==> src/rtl/uart_cmd_responder.sv <==
// uart_cmd_responder: parses A5-framed register read/write commands from
// uart_rx, executes them against a 16 x 8-bit register file and returns a
// two-byte response through uart_tx.
module uart_cmd_responder #(
    parameter int BYTE_W         = 8,
    parameter int TIMEOUT_CYCLES = 50_000_000
) (
    input  logic                  clk,
    input  logic                  rst,
    input  logic [BYTE_W-1:0]     rx_data,
    input  logic                  valid,
    input  logic                  parity_error,
    input  logic                  tx_busy,
    output logic [BYTE_W-1:0]     tx_data,
    output logic                  wr_en,
    output logic [16*BYTE_W-1:0]  regs,
    output logic                  busy,
    output logic [7:0]            drop_cnt
);

    localparam int TO_W = (TIMEOUT_CYCLES > 1) ? $clog2(TIMEOUT_CYCLES) : 1;
    localparam logic [TO_W-1:0] TO_LAST = TO_W'(TIMEOUT_CYCLES - 1);

    localparam logic [BYTE_W-1:0] HDR     = BYTE_W'(8'hA5);
    localparam logic [BYTE_W-1:0] RSP_OK  = BYTE_W'(8'h5A);
    localparam logic [BYTE_W-1:0] RSP_ERR = BYTE_W'(8'hEE);
    localparam logic [BYTE_W-1:0] CODE_PE = BYTE_W'(8'h01);
    localparam logic [BYTE_W-1:0] CODE_BC = BYTE_W'(8'h02);

    typedef enum logic [3:0] {
        S_IDLE, S_CMD, S_DATA, S_EXEC, S_ERR, S_TX0, S_W0, S_TX1, S_W1
    } state_t;

    state_t                        state_q, state_d;
    logic [3:0]                    addr_q, addr_d;
    logic                          is_wr_q, is_wr_d;
    logic [BYTE_W-1:0]             wdat_q, wdat_d;
    logic [BYTE_W-1:0]             resp1_q, resp1_d;   // second response byte (data or error code)
    logic [BYTE_W-1:0]             tx_data_q, tx_data_d;
    logic [15:0][BYTE_W-1:0]       regs_q, regs_d;
    logic [7:0]                    drop_q, drop_d;
    logic [TO_W-1:0]               tmo_q, tmo_d;
    logic                          guard_q, guard_d;   // first cycle of W0/W1, before tx_busy is meaningful
    logic                          wr_en_c;
    logic                          in_resp;

    // State and datapath registers
    always_ff @(posedge clk) begin
        if (rst) begin
            state_q   <= S_IDLE;
            addr_q    <= '0;
            is_wr_q   <= 1'b0;
            wdat_q    <= '0;
            resp1_q   <= '0;
            tx_data_q <= '0;
            regs_q    <= '0;
            drop_q    <= '0;
            tmo_q     <= '0;
            guard_q   <= 1'b0;
        end else begin
            state_q   <= state_d;
            addr_q    <= addr_d;
            is_wr_q   <= is_wr_d;
            wdat_q    <= wdat_d;
            resp1_q   <= resp1_d;
            tx_data_q <= tx_data_d;
            regs_q    <= regs_d;
            drop_q    <= drop_d;
            tmo_q     <= tmo_d;
            guard_q   <= guard_d;
        end
    end

    // Next-state, frame parsing, execution and response sequencing
    always_comb begin
        state_d   = state_q;
        addr_d    = addr_q;
        is_wr_d   = is_wr_q;
        wdat_d    = wdat_q;
        resp1_d   = resp1_q;
        tx_data_d = tx_data_q;
        regs_d    = regs_q;
        tmo_d     = tmo_q;
        guard_d   = guard_q;
        wr_en_c   = 1'b0;

        case (state_q)
            S_IDLE: begin
                tmo_d = '0;
                if (valid && !parity_error && rx_data == HDR)
                    state_d = S_CMD;
            end
            S_CMD: begin
                tmo_d = tmo_q + TO_W'(1);
                if (valid) begin
                    tmo_d = '0;
                    if (parity_error) begin
                        resp1_d = CODE_PE;
                        state_d = S_ERR;
                    end else if (rx_data[6:4] != 3'b000) begin
                        resp1_d = CODE_BC;
                        state_d = S_ERR;
                    end else begin
                        addr_d  = rx_data[3:0];
                        is_wr_d = rx_data[7];
                        state_d = rx_data[7] ? S_DATA : S_EXEC;
                    end
                end else if (tmo_q == TO_LAST) begin
                    state_d = S_IDLE;
                end
            end
            S_DATA: begin
                tmo_d = tmo_q + TO_W'(1);
                if (valid) begin
                    tmo_d = '0;
                    if (parity_error) begin
                        resp1_d = CODE_PE;
                        state_d = S_ERR;
                    end else begin
                        wdat_d  = rx_data;
                        state_d = S_EXEC;
                    end
                end else if (tmo_q == TO_LAST) begin
                    state_d = S_IDLE;
                end
            end
            S_EXEC: begin
                if (is_wr_q) regs_d[addr_q] = wdat_q;
                tx_data_d = RSP_OK;
                resp1_d   = is_wr_q ? '0 : regs_q[addr_q];
                state_d   = S_TX0;
            end
            S_ERR: begin
                tx_data_d = RSP_ERR;
                state_d   = S_TX0;
            end
            S_TX0: begin
                if (!tx_busy) begin
                    wr_en_c = 1'b1;
                    guard_d = 1'b1;
                    state_d = S_W0;
                end
            end
            S_W0: begin
                // tx_data only changes here, after uart_tx has taken byte 0
                if (guard_q) begin
                    guard_d = 1'b0;
                end else if (!tx_busy) begin
                    tx_data_d = resp1_q;
                    state_d   = S_TX1;
                end
            end
            S_TX1: begin
                if (!tx_busy) begin
                    wr_en_c = 1'b1;
                    guard_d = 1'b1;
                    state_d = S_W1;
                end
            end
            S_W1: begin
                if (guard_q) guard_d = 1'b0;
                else if (!tx_busy) state_d = S_IDLE;
            end
            default: state_d = S_IDLE;
        endcase
    end

    // Bytes arriving while a command executes or responds are dropped and counted
    always_comb begin
        in_resp = (state_q == S_EXEC) || (state_q == S_ERR) || (state_q == S_TX0) ||
                  (state_q == S_W0)   || (state_q == S_TX1) || (state_q == S_W1);
        drop_d  = drop_q;
        if (valid && in_resp && drop_q != 8'hFF)
            drop_d = drop_q + 8'd1;
    end

    // wr_en is gated by rst so a reset mid-response never emits another strobe
    assign wr_en    = wr_en_c & ~rst;
    assign tx_data  = tx_data_q;
    assign regs     = regs_q;
    assign busy     = (state_q != S_IDLE);
    assign drop_cnt = drop_q;

endmodule

==> config.mk <==
export PLATFORM = sky130hd
export DESIGN_NAME = uart_cmd_responder
export DESIGN_NICKNAME = d
export VERILOG_FILES = /design/src/rtl/uart_cmd_responder.sv
export SDC_FILE = /design/constraint.sdc
export NUM_CORES = 1
export LEC_CHECK = 0
export ABC_AREA = 1
export BUFFER_PORTS_ARGS = -buffer_cell sky130_fd_sc_hd__buf_2
export CAP_MARGIN = 30
export CELL_PAD_IN_SITES_DETAIL_PLACEMENT = 1
export CELL_PAD_IN_SITES_GLOBAL_PLACEMENT = 1
export CORE_MARGIN = 2
export CORE_UTILIZATION = 45
export CTS_BUF_LIST = sky130_fd_sc_hd__clkbuf_8
export DETAILED_ROUTE_END_ITERATION = 10
export PLACE_DENSITY_LB_ADDON = 0.15
export SETUP_SLACK_MARGIN = 0.05
export SYNTH_ARGS = -nofsm -noshare
export SYNTH_HDL_FRONTEND = slang
export SYNTH_SLANG_ARGS = --single-unit
==> constraint.sdc <==
create_clock -name clk -period 2.47 [get_ports clk]
set_clock_uncertainty 0.05 [all_clocks]
set_input_delay 0.247 -clock clk [delete_from_list [all_inputs] [get_ports clk]]
set_output_delay 0.247 -clock clk [all_outputs]
set_load 0.1 [all_outputs]
======== Yosys cells after proc, flatten, opt, wreduce, memory -nomap -nowiden ========
Cells that the tools add are included.
word-level totals
  input port bits ......................... 13
  register bits ........................... 196
  output and inout port bits .............. 146
operators by class
  add/subtract/negate cells ............... 2
  bitwise logic cells ..................... 4
  eq/ne operators ......................... 23
  $lt $le $gt $ge ......................... 2
  reduce and logical (&&, ||, !) cells .... 29
  muxes and demuxes ....................... 36
operators with widths
  cell                                                             number
  128-bit bitwise mux                                              1
  8-bit 2-to-1 mux                                                 10
  26-bit one-hot mux with 2 select lines                           1
  8-bit one-hot mux with 3 select lines                            2
  4-bit 2-to-1 mux                                                 10
  8-bit binary-select mux with 4-bit select                        1
  8-bit demux with 4-bit select                                    1
  4-bit one-hot mux with 8 select lines                            1
  26-bit by 1-bit adder with 26-bit output, second input constant  1
  26-bit == test, second input constant                            1
  26-bit 2-to-1 mux                                                1
  2-bit inequality test, second input constant                     11
  4-bit by 3-bit == test with 1-bit output, second input constant  4
  3-bit 2-to-1 mux                                                 3
  3-bit nonzero test                                               3
  8-bit by 1-bit adder with 8-bit output, second input constant    1
  4-bit by 2-bit == test with 1-bit output, second input constant  2
  8-bit == test, second input constant                             1
  8-bit inequality test, second input constant                     1
  2-bit OR reduction                                               4
  7-bit AND reduction                                              1
  3-bit AND reduction                                              2
  1-bit logical AND                                                5
  1-bit logical OR                                                 5
  16 further kinds                                                 23

======== Logic depth before layout (Yosys ltp) ========
Gate-level depths: netlist of the first run.
  depth in word-level cells ............... 8
  gate-level depth with buffers ........... 12
  depth with buffers taken out ............ 12

======== Least setup slack after synthesis of the first run ========
OpenSTA, ideal clock, no wires.
  path type ............................... register to output
  start ................................... reg state_q[2]
  end ..................................... out wr_en
  setup slack ............................. -1399 ps
  arrival time ............................ 3572 ps
  required time ........................... 2173 ps
  path buffers ............................ 0
  cell stages (with the launch flop) ...... 5
  cells stage by stage .................... dfxtp_1 inv_1 nor2_1 inv_1 nor4_1
on the way
  longest elaborated chain between the ends .. 4
  elaborated cells between the ends (all ways) .. 5
  those cells by class .................... eq/ne: 2; mux: 1; bitwise: 1; reduce/logical: 1
RTL lines
  element                                   line  source
  start: declaration                        34    state_t state_q, state_d;
  start signal: assignment                  61    state_q <= state_d;
  4-bit by 3-bit == test with 1-bit output  87    case (state_q)
  2-bit OR reduction (no source line) (*)   n/a
  1-bit 2-to-1 mux (*)                      n/a
  1-bit AND (*)                             178   assign wr_en = wr_en_c & ~rst;
  end: declaration                          15    output logic wr_en,
Every way passes the cells marked *; elsewhere a longest branch is shown, timed or not.

======== Worst setup path after layout of the first run ========
Same ends and word-level chain as after synthesis.

==> key figures, run 1 <==
CTS
  – CTS tree: done
  – Clock Latency Late Sink: 0.48 ns
  – Clock Sinks: 196
  – Worst-path clk slew: 0.10 ns
  – H-tree depth: 4
  – CTS Buf Count: 17
  – CTS Root Cell: clkbuf_8
  – Longest Clk Path Bufs: 2

Cells and area
  – Design area: 0.0103 mm²
  – Fillers: 2602
  – Diode count: 0
  – Area grow syn2layout: 14.9%
  – Final nets: 1367
  – Layout cell share with drive strength beyond 1: 20.5%

STA
  – Endpoints failing setup: 0
  – Setup TNS: 0 ns
  – Worst-margin pin slew: 0.657 ns
  – Part of the cycle the worst path needs: 90.1%
  – Worst slew margin: 56.0%
  – Hold Violations, Final: 0
  – Max Clk Rate: 0.450 GHz
  – Final Max Slew Viols: 0
  – RSZ-0062 raised after global routing: no
  – Final worst path period need: 2.22 ns

Worst setup path
  – Critical path peak fanout: 6
  – Setup CP Type: flip-flop to output port
  – Endpoint class of the critical path: output port
  – Crit start category: flip-flop
  – CP Data Required Time: 2.17 ns
  – Arr. time, crit path: 1.93 ns

Global route
  – Gr usage total: 28.8%
  – Initial antenna violation count: 0
  – Largest net degree at the start of global routing: 122
  – Grt ovf: 0
  – Vias in the first global route: 8898
  – First-pass GRT wire length: 48.5 mm

Placement
  – Dpl cell area: 0.00995 mm²
  – HPWL Detailed: 22.2 mm
  – Final RePlAce weighted congestion: 0.869
  – Port bufs: 158

Die
  – Initial Util: 46.1%
  – Core area: 0.0195 mm²
  – Die ar.: 0.0211 mm²
  – Die height: 145 µm
  – DIE WIDTH: 145 µm
  – Io pins: 159
  – Row count: 51

Route
  – DR pass1 iterations: 5
  – Total wire length: 31.0 mm
  – Vias post-DR: 8963
  – DR iter-0 viols: 542
  – Wire per inst: 19.1 µm
  – DRC errors left: 0
  – Vias/cell: 5.50
  – DRT antenna net count: 0

Synth
  – YS warnings: 0
  – Ys async rst share: 0%
  – Post-Synthesis Cell Area: 0.00900 mm²
  – Post-synth top cells: nand2_1 (206), dfxtp_1 (196), a21oi_1 (183), o21ai_0 (138), inv_1 (123)
  – Register area share after synthesis: 43.6%
  – Syn_area_per_cell: 7.40 µm²
  – Post-Syn Nets: 1231
  – Predominant post-synthesis flop cell: dfxtp_1
  – Number of flops mapped to enable cells by yosys: 0
  – Seq cells post-synth: 196
  – Leading area contributor after synthesis: dfxtp_1
  – Syn Inst Count: 1216
  – Top-area cell type share of the netlist area: 43.6%
  – Most frequent cell after synthesis: nand2_1
  – Synth cell types: 48
  – Ranking of synthesized cells by area: dfxtp_1 (44%), a21oi_1 (10%), nand2_1 (8.6%)

Job
  – Max Cap Viol: 0

Power
  – Worst VDD drop: 0.309 mV
  – LEAKAGE: 0.00460 µW
  – Pwr dens: 603 mW/mm²
  – PnR Total Power: 6240 µW

Run status
  – Status: finished clean

Hold path
  – Hold crit path type: input pin to flip-flop
## critical path: stages (launching register included)
cell and delay [ns]:
dfxtp_1 0.44, inv_1 0.08, nor2_1 0.24, inv_1 0.20
nor4_4 0.16, buf_4 0.32
## cell type report
class,count,area (µm²),area share [%]
Timing Repair Buffer,178,956,9.24
Inverter,148,587,5.67
Sequential cell,196,3920,37.9
Tap cell,265,332,3.20
Multi-Input combinational cell,811,4150,40.1
Clock inverter,14,161,1.56
Clock buffer,17,234,2.26
## power breakdown
group	total, µW	switching (µW)	internal (µW)	leakage, µW
registers	3250	50.1	3200	0.00158
clock network	2130	1280	847	0.000200
logic	865	670	195	0.00282
total	6240	2000	4240	0.00460
## path summary, 6_finish.rpt
kind / start / end / slack (ns) / cells past startpoint
min: rx_data[2] / addr_q[2]$_SDFFE_PP0P_ / 0.04 / 3
max: state_q[2]$_SDFFE_PP0P_ / wr_en / 0.25 / 5
min reg2reg: regs[115]$_SDFFE_PP0P_ / regs[115]$_SDFFE_PP0P_ / 0.42 / 2
max reg2reg: addr_q[0]$_SDFFE_PP0P_ / resp1_q[1]$_SDFFE_PP0P_ / 0.45 / 8
## kinds of logic (layout without fill, tap and decap cells)
logic type                 after synthesis  in the layout  synth area share, %
AOI/OAI and AO/OA                      441            441                 26.8
and+or+nand+nor                        362            362                 18.3
buffers and inverters                  209            357                 10.5
DFF                                    196            196                 43.6
xor gates and xnor gates                 6              6                0.584
adders and majority gates                2              2                0.278
## layer usage
metal	GRT usage (%)	vias to the layer above	share of wire [%]
li1	-	4331	-
met1	36.8	4355	44
met2	50.0	231	49
met3	3.95	46	4.0
met4	10.1	0	2.7
met5	0	-	0
## placed cells by master, fill, tap and decap left out, types with 5 or more instances in the layout
| cell | count |
|---|---|
| buf_4 | 20 |
| clkinv_4 | 6 |
| a21oi_2 | 9 |
| nand4_1 | 5 |
| clkinv_2 | 8 |
| inv_8 | 6 |
| a21oi_1 | 183 |
| inv_1 | 123 |
| nor3_1 | 9 |
| dfxtp_1 | 196 |
| nor2_1 | 71 |
| nand2_1 | 206 |
| o21ai_1 | 45 |
| clkbuf_8 | 17 |
| nand2_2 | 14 |
| clkinv_1 | 6 |
| nor2_2 | 8 |
| nand3_1 | 28 |
| buf_2 | 157 |
| xor2_1 | 5 |
| nand2_4 | 6 |
| o22ai_1 | 6 |
| o21ai_0 | 138 |
| inv_2 | 7 |
| nor2_8 | 5 |
| a22oi_1 | 46 |
## flip-flops by register name, indices dropped and copies added, names as in the netlist
| register | flops |
|---|---|
| drop_cnt | 8 |
| state_q | 4 |
| addr_q | 4 |
| wdat_q | 8 |
| resp1_q | 8 |
| guard_q | 1 |
| tx_data | 8 |
| regs | 128 |
| is_wr_q | 1 |
| tmo_q | 26 |
## per-stage QoR
step	utilization, %	hold slack [ns]	cells	worst slack, ns
2_1_floorplan	-	0.332	1216	0.199
3_3_place_gp	50.9	0.405	1598	0.605
3_5_place_dp	50.9	0.404	1598	0.505
4_1_cts	53.0	0.0195	1629	0.101
5_1_grt	53.0	0.0261	1629	0.100
6_report	53.0	0.0411	1629	0.246
## repair_timing
item,4_1_cts,5_1_grt
setup endpoints to repair,0,1
gates resized for setup,0,2
hold buffers,0,0
setup buffers,0,0
(Power assumes the default switching activity.)
==> run 2: changes to the inputs <==
--- a/config.mk
+++ b/config.mk
@@ -6,14 +6,14 @@
 export NUM_CORES = 1
 export LEC_CHECK = 0
 export ABC_AREA = 1
-export BUFFER_PORTS_ARGS = -buffer_cell sky130_fd_sc_hd__buf_2
-export CAP_MARGIN = 30
+export CAP_MARGIN = 15
 export CELL_PAD_IN_SITES_DETAIL_PLACEMENT = 1
 export CELL_PAD_IN_SITES_GLOBAL_PLACEMENT = 1
 export CORE_MARGIN = 2
-export CORE_UTILIZATION = 45
+export CORE_UTILIZATION = 43
 export CTS_BUF_LIST = sky130_fd_sc_hd__clkbuf_8
 export DETAILED_ROUTE_END_ITERATION = 10
+export DONT_BUFFER_PORTS = 1
 export PLACE_DENSITY_LB_ADDON = 0.15
 export SETUP_SLACK_MARGIN = 0.05
 export SYNTH_ARGS = -nofsm -noshare
==> constraint.sdc (replaced) <==
create_clock -name clk -period 1.83 [get_ports clk]
set_clock_uncertainty 0.05 [all_clocks]
set_input_delay 0.183 -clock clk [delete_from_list [all_inputs] [get_ports clk]]
set_output_delay 0.183 -clock clk [all_outputs]
set_load 0.1 [all_outputs]
==> run 2 against run 1 <==
  * Critical path type is now flip-flop to flip-flop
  * Register-to-register slack got worse by 0.42 ns
  * Cell area up 14%
  * Critical path depth increased by 6
  * Worst setup slack lost 0.22 ns
  * Combinational power rose by 99%
  * Sequential power rose by 35%
  * Wire length rose by 15%
  * Core utilization rose by 5.1 points
  * Sequential share of layout area is 4.4 points lower
  * Largest cell class unchanged
  * Clock power rose by 40%
  * Sequential cell count unchanged
==> key figures, run 2 (same netlist as run 1, synthesis figures left out) <==
Die
  – Die height: 149 µm (+2.2%)
  – Row count: 52 (+2.0%)
  – Die ar.: 0.0221 mm² (+4.5%)
  – Initial Util: 44.2% (-1.9 points)
  – Core area: 0.0204 mm² (+4.3%)
  – Io pins: 159 (unchanged)
  – DIE WIDTH: 149 µm (+2.2%)

Route
  – Vias post-DR: 9588 (+7.0%)
  – Wire per inst: 21.1 µm (+11%)
  – Vias/cell: 5.66 (+2.9%)
  – DRT antenna net count: 0 (unchanged)
  – DR pass1 iterations: 5 (unchanged)
  – Total wire length: 35.8 mm (+15%)
  – DR iter-0 viols: 509 (-6.1%)
  – DRC errors left: 0 (unchanged)

Global route
  – Grt ovf: 0 (unchanged)
  – First-pass GRT wire length: 51.7 mm (+6.6%)
  – Largest net degree at the start of global routing: 76 (-38%)
  – Initial antenna violation count: 0 (unchanged)
  – Gr usage total: 30.1% (+1.2 points)
  – Vias in the first global route: 9378 (+5.4%)

STA
  – Final worst path period need: 1.80 ns
  – Final Max Slew Viols: 0 (unchanged)
  – Endpoints failing setup: 0 (unchanged)
  – Max Clk Rate: 0.555 GHz
  – Worst slew margin: 65.0% (+9.0 points)
  – Hold Violations, Final: 0 (unchanged)
  – Worst-margin pin slew: 0.521 ns (-0.136 ns)
  – Part of the cycle the worst path needs: 98.5%
  – RSZ-0062 raised after global routing: yes

Worst setup path
  – Setup CP Type: flip-flop to flip-flop
  – Setup slack, reg-to-reg: 0.03 ns (-0.42 ns)
  – CP Data Required Time: 2.21 ns (+0.04 ns)
  – Endpoint class of the critical path: flip-flop
  – Critical path peak fanout: 6 (unchanged)
  – Arr. time, crit path: 2.18 ns (+0.25 ns)
  – RR Endpoint: resp1_q[2]$_SDFFE_PP0P_
  – Crit start category: flip-flop
  – Worst R2R Path Depth: 11 (+3)
  – Reg-to-reg startpoint: state_q[2]$_SDFFE_PP0P_

Hold path
  – Min-Delay Path Depth: 4 (+1)
  – Hold path startpoint: parity_error
  – Hold Path Sink: wdat_q[1]$_SDFFE_PP0P_
  – Hold crit path type: input pin to flip-flop

Placement
  – Dpl cell area: 0.0105 mm² (+5.1%)
  – Final RePlAce weighted congestion: 0.881 (+1.3%)
  – Placed cells: 1603 (+0.31%)
  – Port bufs: 0 (-100%)
  – HPWL Detailed: 23.4 mm (+5.7%)

Power
  – LEAKAGE: 0.00508 µW (+10%)
  – Pwr dens: 770 mW/mm² (+28%)
  – Worst VDD drop: 0.472 mV (+53%)

Run status
  – Status: finished clean

CTS
  – H-tree depth: 4 (unchanged)
  – Worst-path clk slew: 0.11 ns (about the same)
  – Clock Sinks: 196 (unchanged)
  – Longest Clk Path Bufs: 2 (unchanged)
  – CTS Root Cell: clkbuf_8
  – CTS tree: done
  – Clock Latency Late Sink: 0.50 ns (+0.02 ns)
  – CTS Buf Count: 17 (unchanged)

Cells and area
  – Number of cells in the finished layout apart from fillers: 1694 (+4.0%)
  – Final nets: 1426 (+4.3%)
  – Largest register FFs: 128 (unchanged)
  – Area grow syn2layout: 31.4%
  – Layout cell share with drive strength beyond 1: 27.5% (+6.9 points)
  – Final Util: 58.1% (+5.1 points)
  – Design area: 0.0118 mm² (+14%)
  – Most common cell after layout, fill and taps aside: buf_4
  – Diode count: 0 (unchanged)
  – Commonest non-fill, non-tap cells in the layout: buf_4 (200), nand2_1 (194), a21oi_1 (176), dfxtp_1 (176), inv_1 (113)

Job
  – Max Cap Viol: 0 (unchanged)
run 2: cell types whose count changed in the layout (fill, tap and decap cells not counted), moves of 13 or more:
cell           delta
buf_4           +180
buf_2           -157
o21ai_0          -30
o21ai_1          +27
dfxtp_1          -20
dlygate4sd3_1    +13
run 2: timing repair:
item,CTS,global route
gates resized for setup,48,92
endpoints found under the setup margin,71,164
buffers inserted,6,31
hold buffers,13,1
gates cloned,2,7
endpoints found under the hold margin,67,1
pin swaps,7,23
run 2: area by class of cell:
type	count	area, µm²
fill	2537	8540
clock inverter	15	183
multi-input combinational	812	4450
inverter	148	654
timing repair inverter	6	38.8
sequential	196	3970
clock buffer	17	234
timing repair buffer	230	1960
tap	270	338
run 2: metal layers:
layer | vias to the layer above | wire length (µm) | global-route usage, %
met5 | - | 0 | 0
met4 | 0 | 1020 | 9.62
met3 | 76 | 2120 | 6.50
met2 | 311 | 18000 | 52.3
met1 | 4737 | 14600 | 37.1
li1 | 4464 | - | -
run 2: worst max-delay path by stage:
stage                                 start                 endpoint  slack, ns  depth (start not counted)
floorplan           state_q[2]$_SDFFE_PP0P_                    wr_en      -0.10                          4
finish              state_q[2]$_SDFFE_PP0P_  resp1_q[2]$_SDFFE_PP0P_       0.03                         11
global route        state_q[2]$_SDFFE_PP0P_  resp1_q[2]$_SDFFE_PP0P_      -0.06                         11
CTS                 state_q[0]$_SDFFE_PP0P_                     busy     -0.006                          6
global placement    state_q[2]$_SDFFE_PP0P_   addr_q[3]$_SDFFE_PP0P_      -0.01                          7
detailed placement  state_q[2]$_SDFFE_PP0P_   addr_q[3]$_SDFFE_PP0P_      -0.01                          7
run 2: metrics by stage:
stage               power [µW]  TNS [ns]  hold WS (ns)  setup slack (ns)
floorplan                 5360    -0.104         0.268            -0.104
global placement          5680   -0.0168         0.201           -0.0122
detailed placement        5710   -0.0216         0.202           -0.0133
CTS                       8790  -0.00605        0.0301          -0.00605
global route              9440    -0.659         0.102           -0.0617
finish                    9110         0        0.0858            0.0280
run 2: worst max-delay path, cell delays in order (launching register included):
cell	delay [ns]
dfxtp_4	0.39
nor2_4	0.13
buf_4	0.14
buf_6	0.10
nand2_4	0.07
a21oi_4	0.24
buf_12	0.17
nor2_4	0.05
inv_2	0.09
buf_12	0.12
nand2_1	0.08
a21oi_2	0.13
run 2: power breakdown:
group	total [µW]	internal [µW]	switching (µW)
Clock	2990	1170	1830
Combinational	1720	608	1110
Sequential	4390	4330	68.4
Total	9110	6100	3010
